--- src/rtl/tl_ul_arb2_pkg.sv ---
// Shared TL-UL definitions: opcode constants, channel field widths and a
// counter-width helper used by the two-master arbiter.
package tl_ul_arb2_pkg;

  localparam int unsigned TlOpW    = 3;
  localparam int unsigned TlParamW = 3;
  localparam int unsigned TlSizeW  = 2;
  localparam int unsigned TlAddrW  = 32;
  localparam int unsigned TlDataW  = 32;
  localparam int unsigned TlMaskW  = 4;

  localparam logic [TlOpW-1:0] OpPutFull       = 3'd0;
  localparam logic [TlOpW-1:0] OpPutPartial    = 3'd1;
  localparam logic [TlOpW-1:0] OpGet           = 3'd4;
  localparam logic [TlOpW-1:0] OpAccessAck     = 3'd0;
  localparam logic [TlOpW-1:0] OpAccessAckData = 3'd1;

  // Bits needed to hold 0..max_out inclusive.
  function automatic int unsigned cnt_width(input int unsigned max_out);
    return $clog2(max_out + 1);
  endfunction

endpackage

--- src/rtl/tl_out_cnt.sv ---
// Saturating up/down outstanding-request counter with at-max and zero flags.
// Simultaneous inc and dec leave the count unchanged.
module tl_out_cnt #(
  parameter int unsigned MAX = 2,
  parameter int unsigned W   = 2
) (
  input  logic clock,
  input  logic reset_n,
  input  logic inc,
  input  logic dec,
  output logic at_max,
  output logic is_zero
);

  logic [W-1:0] cnt_q, cnt_d;

  assign at_max  = (cnt_q == W'(MAX));
  assign is_zero = (cnt_q == '0);

  always_comb begin
    cnt_d = cnt_q;
    if (inc && !dec && !at_max) begin
      cnt_d = cnt_q + W'(1);
    end else if (dec && !inc && !is_zero) begin
      cnt_d = cnt_q - W'(1);
    end
  end

  always_ff @(posedge clock or negedge reset_n) begin
    if (!reset_n) begin
      cnt_q <= '0;
    end else begin
      cnt_q <= cnt_d;
    end
  end

endmodule

--- src/rtl/tl_ul_arb2.sv ---
// Two-master TL-UL arbiter: round-robin A-channel grant with stall lock,
// per-master outstanding limits, and source-MSB based D-channel routing.
module tl_ul_arb2
  import tl_ul_arb2_pkg::*;
#(
  parameter int unsigned SRC_W   = 1,
  parameter int unsigned MAX_OUT = 2
) (
  input  logic                clock,
  input  logic                reset_n,
  input  logic                m0_a_valid,
  output logic                m0_a_ready,
  input  logic [TlOpW-1:0]    m0_a_opcode,
  input  logic [TlParamW-1:0] m0_a_param,
  input  logic [TlSizeW-1:0]  m0_a_size,
  input  logic [SRC_W-1:0]    m0_a_source,
  input  logic [TlAddrW-1:0]  m0_a_address,
  input  logic [TlMaskW-1:0]  m0_a_mask,
  input  logic [TlDataW-1:0]  m0_a_data,
  output logic                m0_d_valid,
  input  logic                m0_d_ready,
  output logic [TlOpW-1:0]    m0_d_opcode,
  output logic [TlParamW-1:0] m0_d_param,
  output logic [TlSizeW-1:0]  m0_d_size,
  output logic [SRC_W-1:0]    m0_d_source,
  output logic [TlDataW-1:0]  m0_d_data,
  output logic                m0_d_error,
  input  logic                m1_a_valid,
  output logic                m1_a_ready,
  input  logic [TlOpW-1:0]    m1_a_opcode,
  input  logic [TlParamW-1:0] m1_a_param,
  input  logic [TlSizeW-1:0]  m1_a_size,
  input  logic [SRC_W-1:0]    m1_a_source,
  input  logic [TlAddrW-1:0]  m1_a_address,
  input  logic [TlMaskW-1:0]  m1_a_mask,
  input  logic [TlDataW-1:0]  m1_a_data,
  output logic                m1_d_valid,
  input  logic                m1_d_ready,
  output logic [TlOpW-1:0]    m1_d_opcode,
  output logic [TlParamW-1:0] m1_d_param,
  output logic [TlSizeW-1:0]  m1_d_size,
  output logic [SRC_W-1:0]    m1_d_source,
  output logic [TlDataW-1:0]  m1_d_data,
  output logic                m1_d_error,
  output logic                s_a_valid,
  input  logic                s_a_ready,
  output logic [TlOpW-1:0]    s_a_opcode,
  output logic [TlParamW-1:0] s_a_param,
  output logic [TlSizeW-1:0]  s_a_size,
  output logic [SRC_W:0]      s_a_source,
  output logic [TlAddrW-1:0]  s_a_address,
  output logic [TlMaskW-1:0]  s_a_mask,
  output logic [TlDataW-1:0]  s_a_data,
  input  logic                s_d_valid,
  output logic                s_d_ready,
  input  logic [TlOpW-1:0]    s_d_opcode,
  input  logic [TlParamW-1:0] s_d_param,
  input  logic [TlSizeW-1:0]  s_d_size,
  input  logic [SRC_W:0]      s_d_source,
  input  logic [TlDataW-1:0]  s_d_data,
  input  logic                s_d_error,
  output logic                err_route
);

  localparam int unsigned CntW = cnt_width(MAX_OUT);

  logic elig0, elig1, at_max0, at_max1, zero0, zero1;
  logic grant, d_sel, d_fire0, d_fire1;
  logic prio_q, prio_d;  // index of the master favoured on a tie
  logic lock_q, lock_d, lock_idx_q, lock_idx_d;
  logic err_q, err_d;

  assign elig0 = m0_a_valid & ~at_max0;
  assign elig1 = m1_a_valid & ~at_max1;

  always_comb begin
    if (lock_q) begin
      grant = lock_idx_q;
    end else if (elig0 && elig1) begin
      grant = prio_q;
    end else begin
      grant = elig1;
    end
  end

  // Reset gating keeps handshake outputs quiet even with inputs asserted.
  assign s_a_valid  = reset_n & (grant ? elig1 : elig0);
  assign m0_a_ready = reset_n & s_a_ready & ~grant & elig0;
  assign m1_a_ready = reset_n & s_a_ready & grant & elig1;

  assign s_a_opcode  = grant ? m1_a_opcode  : m0_a_opcode;
  assign s_a_param   = grant ? m1_a_param   : m0_a_param;
  assign s_a_size    = grant ? m1_a_size    : m0_a_size;
  assign s_a_source  = grant ? {1'b1, m1_a_source} : {1'b0, m0_a_source};
  assign s_a_address = grant ? m1_a_address : m0_a_address;
  assign s_a_mask    = grant ? m1_a_mask    : m0_a_mask;
  assign s_a_data    = grant ? m1_a_data    : m0_a_data;

  always_comb begin
    prio_d     = prio_q;
    lock_d     = lock_q;
    lock_idx_d = lock_idx_q;
    if (s_a_valid) begin
      lock_d     = ~s_a_ready;
      lock_idx_d = grant;
      if (s_a_ready) prio_d = ~grant;
    end
  end

  assign d_sel      = s_d_source[SRC_W];
  assign m0_d_valid = reset_n & s_d_valid & ~d_sel;
  assign m1_d_valid = reset_n & s_d_valid & d_sel;
  assign s_d_ready  = reset_n & (d_sel ? m1_d_ready : m0_d_ready);
  assign d_fire0    = m0_d_valid & m0_d_ready;
  assign d_fire1    = m1_d_valid & m1_d_ready;

  assign m0_d_opcode = s_d_opcode;
  assign m0_d_param  = s_d_param;
  assign m0_d_size   = s_d_size;
  assign m0_d_source = s_d_source[SRC_W-1:0];
  assign m0_d_data   = s_d_data;
  assign m0_d_error  = s_d_error;
  assign m1_d_opcode = s_d_opcode;
  assign m1_d_param  = s_d_param;
  assign m1_d_size   = s_d_size;
  assign m1_d_source = s_d_source[SRC_W-1:0];
  assign m1_d_data   = s_d_data;
  assign m1_d_error  = s_d_error;

  assign err_d     = err_q | (d_fire0 & zero0) | (d_fire1 & zero1);
  assign err_route = err_q;

  always_ff @(posedge clock or negedge reset_n) begin
    if (!reset_n) begin
      prio_q     <= 1'b0;
      lock_q     <= 1'b0;
      lock_idx_q <= 1'b0;
      err_q      <= 1'b0;
    end else begin
      prio_q     <= prio_d;
      lock_q     <= lock_d;
      lock_idx_q <= lock_idx_d;
      err_q      <= err_d;
    end
  end

  tl_out_cnt #(.MAX(MAX_OUT), .W(CntW)) u_cnt0 (
    .clock   (clock),
    .reset_n (reset_n),
    .inc     (m0_a_ready),
    .dec     (d_fire0),
    .at_max  (at_max0),
    .is_zero (zero0)
  );

  tl_out_cnt #(.MAX(MAX_OUT), .W(CntW)) u_cnt1 (
    .clock   (clock),
    .reset_n (reset_n),
    .inc     (m1_a_ready),
    .dec     (d_fire1),
    .at_max  (at_max1),
    .is_zero (zero1)
  );

endmodule
--- config.mk ---
export PLATFORM = sky130hd
export DESIGN_NAME = tl_ul_arb2
export DESIGN_NICKNAME = d
export VERILOG_FILES = /design/src/rtl/tl_ul_arb2_pkg.sv /design/src/rtl/tl_out_cnt.sv /design/src/rtl/tl_ul_arb2.sv
export SDC_FILE = /design/constraint.sdc
export NUM_CORES = 1
export LEC_CHECK = 0
export BUFFER_PORTS_ARGS = -buffer_cell sky130_fd_sc_hd__buf_2
export CAP_MARGIN = 20
export CORE_AREA = 2 2 145 147
export CTS_CLUSTER_SIZE = 12
export DETAILED_ROUTE_END_ITERATION = 10
export DIE_AREA = 0 0 147 149
export PLACE_DENSITY_LB_ADDON = 0.12
export SLEW_MARGIN = 40
export SYNTH_ARGS = -nofsm -noshare
export SYNTH_HDL_FRONTEND = slang
export SYNTH_SLANG_ARGS = --single-unit
--- constraint.sdc ---
create_clock -name clock -period 2.34 [get_ports clock]
set_input_delay 0 -clock clock [delete_from_list [all_inputs] [get_ports clock]]
set_output_delay 0 -clock clock [all_outputs]
set_load 0.1 [all_outputs]
* Word-level counts from Yosys, hierarchy flattened
Cells that the tools add are included.
** Operators by class
- Equal/unequal tests :: 2
- Muxes and demuxes :: 15
- Bitwise gates (word level) :: 23
- Reductions and logical operators :: 22
- Add/sub/neg operators :: 4
** Operators with widths (count)
- $mux W32 :: 2
- $and A1 B1 Y1 :: 16
- $mux W2 :: 6
- $logic_and A1 B1 Y1 :: 9
- $logic_not A1 Y1 :: 8
- $mux W3 :: 2
- $not A1 Y1 :: 5
- $add A2 B1 Y2 const B :: 2
- $eq A2 B2 Y1 const B :: 2
- $logic_not A2 Y1 :: 2
- $mux W1 :: 4
- $mux W4 :: 1
- $reduce_bool A2 Y1 :: 2
- $sub A2 B1 Y2 const B :: 2
- $or A1 B1 Y1 :: 2
- $reduce_and A2 Y1 :: 1
** Word-level totals
- Word-level logic and storage cells :: 72
- Bits of input ports :: 205
- Register bits :: 8

* Depth between registers and ports, before layout
Gate-level depths: netlist of the first run.
- Word-level depth :: 14
- Gate-level depth with buffers :: 7
- Depth with buffers taken out :: 4

* Hierarchy
Synthesis of the first run repeated with hierarchy kept, for this count alone.
** Second synthesis, totals
- Cell total of the unflattened synthesis :: 235
- Area, all modules :: 2145.8 um2
** By module, submodules not included
- tl_ul_arb2 :: area an instance 1903.1 um2, times used 1, cells an instance 209
- tl_out_cnt :: area an instance 121.4 um2, times used 2, cells an instance 13

* Worst setup path before layout of the first run
No wires, ideal clock.
- Path kind :: reg2reg
- From :: register u_cnt1.cnt_q[0]
- To :: register u_cnt0.cnt_q[0]
- Stages on the path, launching flop included :: 6
- Setup time :: 0.198 ns
- Required time :: 2.142 ns
- Setup slack :: -0.256 ns
- Clock period less this slack :: 2.596 ns
- Arrival :: 2.398 ns
- Cell sequence :: dfrtp_1 nand2b_1 clkbuf_1 and3_1 nor2_1 o211ai_1
** Between the ends
- Longest elaborated chain between the ends :: 13
- Elaborated cells between the ends (all ways) :: 16
- Those cells by class :: eq/ne (1); mux (3); bitwise (5); reduce/logical (7)
** Ends and longest elaborated chain
- from (decl) :: line tl_out_cnt.sv:15 : logic [W-1:0] cnt_q, cnt_d;
- from (signal assigned) :: line tl_out_cnt.sv:33 : cnt_q <= cnt_d;
- $eq A2 B2 Y1 (*) :: line tl_out_cnt.sv:17 : assign at_max = (cnt_q == W'(MAX));
- $not A1 Y1 (*) :: line tl_ul_arb2.sv:74 : assign elig1 = m1_a_valid & ~at_max1;
- $and A1 B1 Y1 (*) :: line tl_ul_arb2.sv:74
- $logic_and A1 B1 Y1 :: line tl_ul_arb2.sv:79 : end else if (elig0 && elig1) begin
- $mux W1 (*) :: line tl_ul_arb2.sv:79
- $mux W1 (*) :: line tl_ul_arb2.sv:77 : if (lock_q) begin
- $not A1 Y1 (*) :: line tl_ul_arb2.sv:88 : assign m0_a_ready = reset_n & s_a_ready & ~grant & elig0;
- $and A1 B1 Y1 (*) (2 in a row) :: line tl_ul_arb2.sv:88
- named net m0_a_ready :: line tl_ul_arb2.sv:12 : output logic m0_a_ready,
- $logic_not A1 Y1 :: line tl_out_cnt.sv:24 : end else if (dec && !inc && !is_zero) begin
- $logic_and A1 B1 Y1 (2 in a row) :: line tl_out_cnt.sv:24
- $reduce_bool A2 Y1 (no line)
- to (signal assigned) :: line tl_out_cnt.sv:33
- to (decl) :: line tl_out_cnt.sv:15
Mark *: on every way through the listed nets, which the timed path passes. The rest lies on a longest branch.
A chain may end at the register's enable or synchronous reset.

* Final worst setup path of the first run
- From :: register lock_q
- To :: output port s_a_source[0]
** Between the ends
- Longest elaborated chain between the ends :: 2
** Ends and longest elaborated chain
- from (decl) :: line tl_ul_arb2.sv:70 : logic lock_q, lock_d, lock_idx_q, lock_idx_d;
- from (signal assigned) :: line tl_ul_arb2.sv:141 : lock_q <= lock_d;
- $mux W1 :: line tl_ul_arb2.sv:77
- $mux W2 :: line tl_ul_arb2.sv:94 : assign s_a_source = grant ? {1'b1, m1_a_source} : {1'b0, m0_a_source};
- to (decl) :: line tl_ul_arb2.sv:50 : output logic [SRC_W:0] s_a_source,
Every way passes these cells.

==> impl_metrics.toml, run 1 <==
[sta]
maxSlewHeadroom = 0.677
hold_viol = 0
finalCritPeriodShare = 0.943
min_period_ns = 2.21
grt_setup_unrepaired = "no"
worst_slew_pin_slew_ns = 0.488
setup_tns_ns = 0
fmax_mhz = 453
hold_slack_ns = 0.0000562
clock_skew_ns = 0.00183
report.final.slew_viol_count = 0
setup_viol = 0

[clocking]
cts_root_buffer = "clkbuf_16"
h-tree-depth = 1
cts_max_path_buffers = 2
clk_latency_ns = 0.23
cts_tree = "yes"
cts_buffers = 3
clock-sinks = 8
post_cts_buffers = 0
clk_pin_slew_ns = 0.04

[grt]
grt_pass1_wl_um = 16300
overflow = 0
grt_pass1_vias = 2233
grt_max_degree = 43
antenna_found_initial = 0
grt_use_total = 0.103

[synth]
yosys.area.top_type = "mux2_2"
ys_ff_latch = 8
synth.area.top_cells = "mux2_2 29%, buf_4 28%, mux2_4 13%"
syn_area_mm2 = 0.00225
synth_warnings = 0
synth.yosys.seq_area_share = 0.0891
synth_fa_ha_area_frac = 0
synth_top_area_share = 0.291
synthArstFlopShare = 1.00
synth_top_family_by_area = "multiplexers"
avgSynthCellArea_um2 = 9.24
synthSimpleGateAreaFrac = 0.105
netlist_top_cells_count = "85 x buf_4, 58 x mux2_2, 19 x mux2_4"
synth-edff-count = 0
synthMuxAreaShare = 0.427
synth_compound_area_frac = 0.0552
ys_types = 35
synth.most_common_cell = "buf_4"
synth_ff_type = "dfrtp_1"
synth_xor_area_frac = 0
synth_cells = 243
synth_nets = 448

[setup_path]
cp-start-kind = "register"
crit_type = "reg -> out"
cpMaxStageDelayCell = "dfrtp_1"
cp.required_ns = 2.34
path_buf_inv = 2
cp_top_family = "flip-flops"
crit_chain = "nor2b_1, a32o_4, clkbuf_16, mux2_2, buf_12"
cp.arrival_ns = 2.21
crit_path_end_kind = "primary output"
worstPathMaxFanout = 18
max_stage_delay_ns = 0.44

[die]
die_h_um = 149
placementRows = 53
io_pins = 374
die_width_um = 147
die_area_mm2 = 0.0219
core_region_area_mm2 = 0.0206
start_util = 0.109

[place]
port_buffers = 247
dp_hpwl_um = 11200
routabilityCongestion = 0.761

[detailed_routing]
wirelength_um = 13200
drc_errors = 0
avgRoutedWirePerCell_um = 19.4
drtAntennaViolNets = 0
via_per_inst = 3.45
drt_pre_antenna_iters = 6
num_vias = 2351
drt_iter0_drc = 43

[worst_hold_path]
hp-class = "in -> out"

[status]
outcome = "finished, final reports clean"

[layout]
finalCoreUtilization = 0.188
diodes = 0
synthToLayoutAreaGrowth_pct = 71.9
nets = 613
drive_gt1_frac = 0.833

[job]
maxCapViolations = 0
==> cells in the final DEF, fill, tap and decap left out, types with 5 or more instances in the layout <==
| master | count |
|---|---|
| clkbuf_16 | 5 |
| buf_2 | 170 |
| a41oi_1 | 5 |
| buf_12 | 24 |
| buf_4 | 53 |
| mux2_2 | 58 |
| mux2_4 | 19 |
| nand2_1 | 5 |
| dfrtp_1 | 8 |
| nand3_1 | 5 |
==> kinds of logic (layout without fill, tap and decap cells) <==
| logic type | Yosys count | in the layout |
|---|---|---|
| DFF | 8 | 8 |
| and+or+nand+nor | 41 | 41 |
| buffers and inverters | 99 | 262 |
| AOI/OAI and AO/OA | 16 | 16 |
| muxes | 79 | 79 |
==> layer usage <==
layer	up-vias	global-route usage	routed length, um
li1	1109	-	-
met1	1049	0.114	4860
met2	178	0.169	6280
met3	15	0.0691	2020
met4	0	0.0125	85
met5	-	0	0
==> area by class of cell <==
cell class | count | area, um^2
fill | 2339 | 16700
timing repair buffer | 256 | 1890
multi-input combinational | 136 | 1340
tap | 275 | 344
sequential | 8 | 200
clock buffer | 3 | 75.1
inverter | 3 | 11.3
==> flip-flops by register name (all words and copies together), names as in the netlist <==
signal        count
u_cnt0.cnt_q      2
err_route         1
lock_q            1
prio_q            1
u_cnt1.cnt_q      2
lock_idx_q        1
==> timing repair <==
item / CTS / global route
pin swaps: 0 / 1
resized for setup: 6 / 100
hold endpoints to repair: 9 / 0
hold buffers: 2 / 0
endpoints found under the setup margin: 6 / 56
gates cloned: 0 / 2
==> final timing paths <==
path | slack [ns] | to | start | cells after the start
min in group asynchronous | 0.21 | u_cnt1.cnt_q[0] | reset_n | 2
min | 0.00006 | m0_d_opcode[1] | s_d_opcode[1] | 0
max in group asynchronous | 1.87 | u_cnt0.cnt_q[1] | reset_n | 2
min reg2reg | 0.49 | err_route | err_route | 1
max | 0.13 | s_a_source[0] | lock_q | 5
max reg2reg | 0.70 | u_cnt0.cnt_q[0] | u_cnt0.cnt_q[1] | 4
==> stage by stage <==
stage,instance area [um^2],setup slack [ns],std cells
after floorplan,2250,0.265,243
after global placement,3550,0.242,674
after detailed placement,3550,0.238,674
after CTS,3660,0.00158,679
after global routing,3860,0.0417,681
final,3860,0.134,681
Power of run 1 is left out: the tool's default activity adds up to more than one toggle a clock period on the data nets, which glitch-free logic cannot reach.
==> run 2: changes to the inputs <==
--- a/config.mk
+++ b/config.mk
@@ -5,7 +5,7 @@
 export SDC_FILE = /design/constraint.sdc
 export NUM_CORES = 1
 export LEC_CHECK = 0
-export BUFFER_PORTS_ARGS = -buffer_cell sky130_fd_sc_hd__buf_2
+export BUFFER_PORTS_ARGS = -buffer_cell sky130_fd_sc_hd__clkbuf_2
 export CAP_MARGIN = 20
 export CORE_AREA = 2 2 145 147
 export CTS_CLUSTER_SIZE = 12
==> run 2 against run 1 <==
Net effect:
- setup slack worse by 0.0035 ns
- first-iteration DRC count up 130%
- core utilization increased by 2.7 points
- clock skew is 0.0015 ns higher
- critical endpoint is now s_a_data[21]
- sequential share of layout area down 0.62 points
- register-to-register slack worse by 0.05 ns
- non-clock buffer count shrank 2
- critical path type unchanged
- count of clock-buffer cells in the layout is the same
- global-route usage rose by 0.68 points
- cell count fell by 0.29%
==> impl_metrics.toml, run 2 (synthesized netlist as in run 1, its figures left out) <==
[sta]
worst_slew_pin_slew_ns = 0.553
grt_setup_unrepaired = "no"
report.final.slew_viol_count = 0
fin_ws_ns = 0.130
setup_viol = 0
clock_skew_ns = 0.00331
min_period_ns = 2.21
fmax_mhz = 453
finalCritPeriodShare = 0.944
maxSlewHeadroom = 0.633
hold_viol = 0

[layout]
multi_input_area_mm2 = 0.00135
final_common_cell = "clkbuf_2"
reg.largest.list = "u_cnt0.cnt_q x2, u_cnt1.cnt_q x2"
final_cell_mix = "170 x clkbuf_2, 71 x buf_12, 55 x mux2_2"
nets = 611
seq_area_um2 = 201
drive_gt1_frac = 0.837
diodes = 0
num-fill-cells = 2261
synthToLayoutAreaGrowth_pct = 96.6
final_cell_area_mm2 = 0.00442

[detailed_routing]
drt_iter0_drc = 101
wirelength_um = 13600
via_per_inst = 3.49
drc_errors = 0
drt_pre_antenna_iters = 4
avgRoutedWirePerCell_um = 20.0
num_vias = 2371
drtAntennaViolNets = 0

[power_and_ir_drop]
powerDensity_mw_per_mm2 = 2130
p_clk_frac = 0.032
peakVddDrop_mv = 0.811
internal_power_uw = 3580
power_frac_seq = 0.031
combPwrFrac = 0.937
sw_frac_of_total = 0.620
p_switching_uw = 5840
p_leak_uw = 0.00212

[die]
placementRows = 53
core_region_area_mm2 = 0.0206
start_util = 0.109
die_h_um = 149
io_pins = 374
die_area_mm2 = 0.0219
die_width_um = 147

[worst_hold_path]
hp-class = "in -> out"

[setup_path]
cp.required_ns = 2.34
crit_top_cell = "buf_12"
max_stage_delay_ns = 0.45
cp.arrival_ns = 2.21
crit_chain = "or2b_4, nand3b_1, a32o_4, buf_12, mux2_2, buf_12"
cp-start-kind = "register"
crit_path_end_kind = "primary output"
crit_type = "reg -> out"
cpMaxStageDelayCell = "dfrtp_2"
worstPathMaxFanout = 16

[grt]
antenna_found_initial = 0
grt_use_total = 0.110
grt_pass1_wl_um = 17400
overflow = 0
grt_pass1_vias = 2363
grt_max_degree = 48

[clocking]
clock-sinks = 8
cts_buffers = 3
cts_root_buffer = "clkbuf_16"
h-tree-depth = 1
clk_pin_slew_ns = 0.04
post_cts_buffers = 0
cts_tree = "yes"
clk_latency_ns = 0.24
cts_max_path_buffers = 2

[place]
dpl-instance-area_mm2 = 0.00423
preCtsSetupSlack_ns = 0.190
dp_hpwl_um = 11700
routabilityCongestion = 0.811
port_buffers = 247

[status]
outcome = "finished, final reports clean"

[job]
maxCapViolations = 0
==> run 2: worst paths after layout <==
path | cells after the start | start | endpoint | slack (ns)
setup / recovery | 6 | u_cnt0.cnt_q[0] | s_a_data[21] | 0.13
hold / removal | 0 | s_d_opcode[1] | m0_d_opcode[1] | 0.00006
setup reg to reg | 5 | u_cnt1.cnt_q[0] | u_cnt0.cnt_q[0] | 0.65
hold reg to reg | 1 | err_route | err_route | 0.47
max in group asynchronous | 2 | reset_n | u_cnt0.cnt_q[0] | 1.80
min in group asynchronous | 2 | reset_n | lock_idx_q | 0.23
==> run 2: layout make-up <==
class | count | area share
clock buffers | 3 | 0.0170
inverters | 3 | 0.00255
multi-input cells | 136 | 0.306
flip-flops and latches | 8 | 0.0456
well taps | 275 | 0.0779
repair buffers | 254 | 0.551
==> run 2: layer usage <==
metal / global-route usage / up-vias / share of wire
li1: - / 1102 / -
met1: 0.120 / 1073 / 0.36
met2: 0.185 / 178 / 0.49
met3: 0.0651 / 18 / 0.14
met4: 0.0221 / 0 / 0.017
met5: 0 / - / 0
==> run 2: per-stage QoR <==
stage	hold slack [ns]	total power (uW)	instances	setup TNS [ns]	utilization
after CTS	0.000994	9320	676	-0.000196	0.212
final	0.0000562	9420	679	0	0.215
after global placement	-0.0705	8930	672	0	0.206
after detailed placement	-0.0529	8920	672	0	0.206
after floorplan	-0.296	6670	243	0	-
after global routing	0.000217	9680	679	0	0.215
==> run 2: power groups by stage <==
| stage | logic (uW) | clock network (uW) | registers [uW] |
|---|---|---|---|
| floorplan | 6380 | 0 | 280 |
| global placement | 8640 | 0 | 290 |
| detailed placement | 8630 | 0 | 290 |
| CTS | 8730 | 304 | 287 |
| global route | 9060 | 313 | 305 |
| finish | 8820 | 303 | 292 |
==> run 2: what timing repair did <==
action                     CTS  global route
pin swaps                    0             1
gates resized for setup      9             7
gates cloned                 0             3
hold buffers                 1             0
hold endpoints to repair     8             0
setup endpoints to repair   10            67
==> run 2: worst max-delay path, delay by kind of cell (launching register included) <==
family                 cells  cell delay, ns
AOI/OAI and AO/OA          1            0.32
and+or+nand+nor            2            0.40
DFF                        1            0.45
buffers and inverters      2            0.38
muxes                      1            0.41
Note: power is estimated with default switching activity, not from simulation.
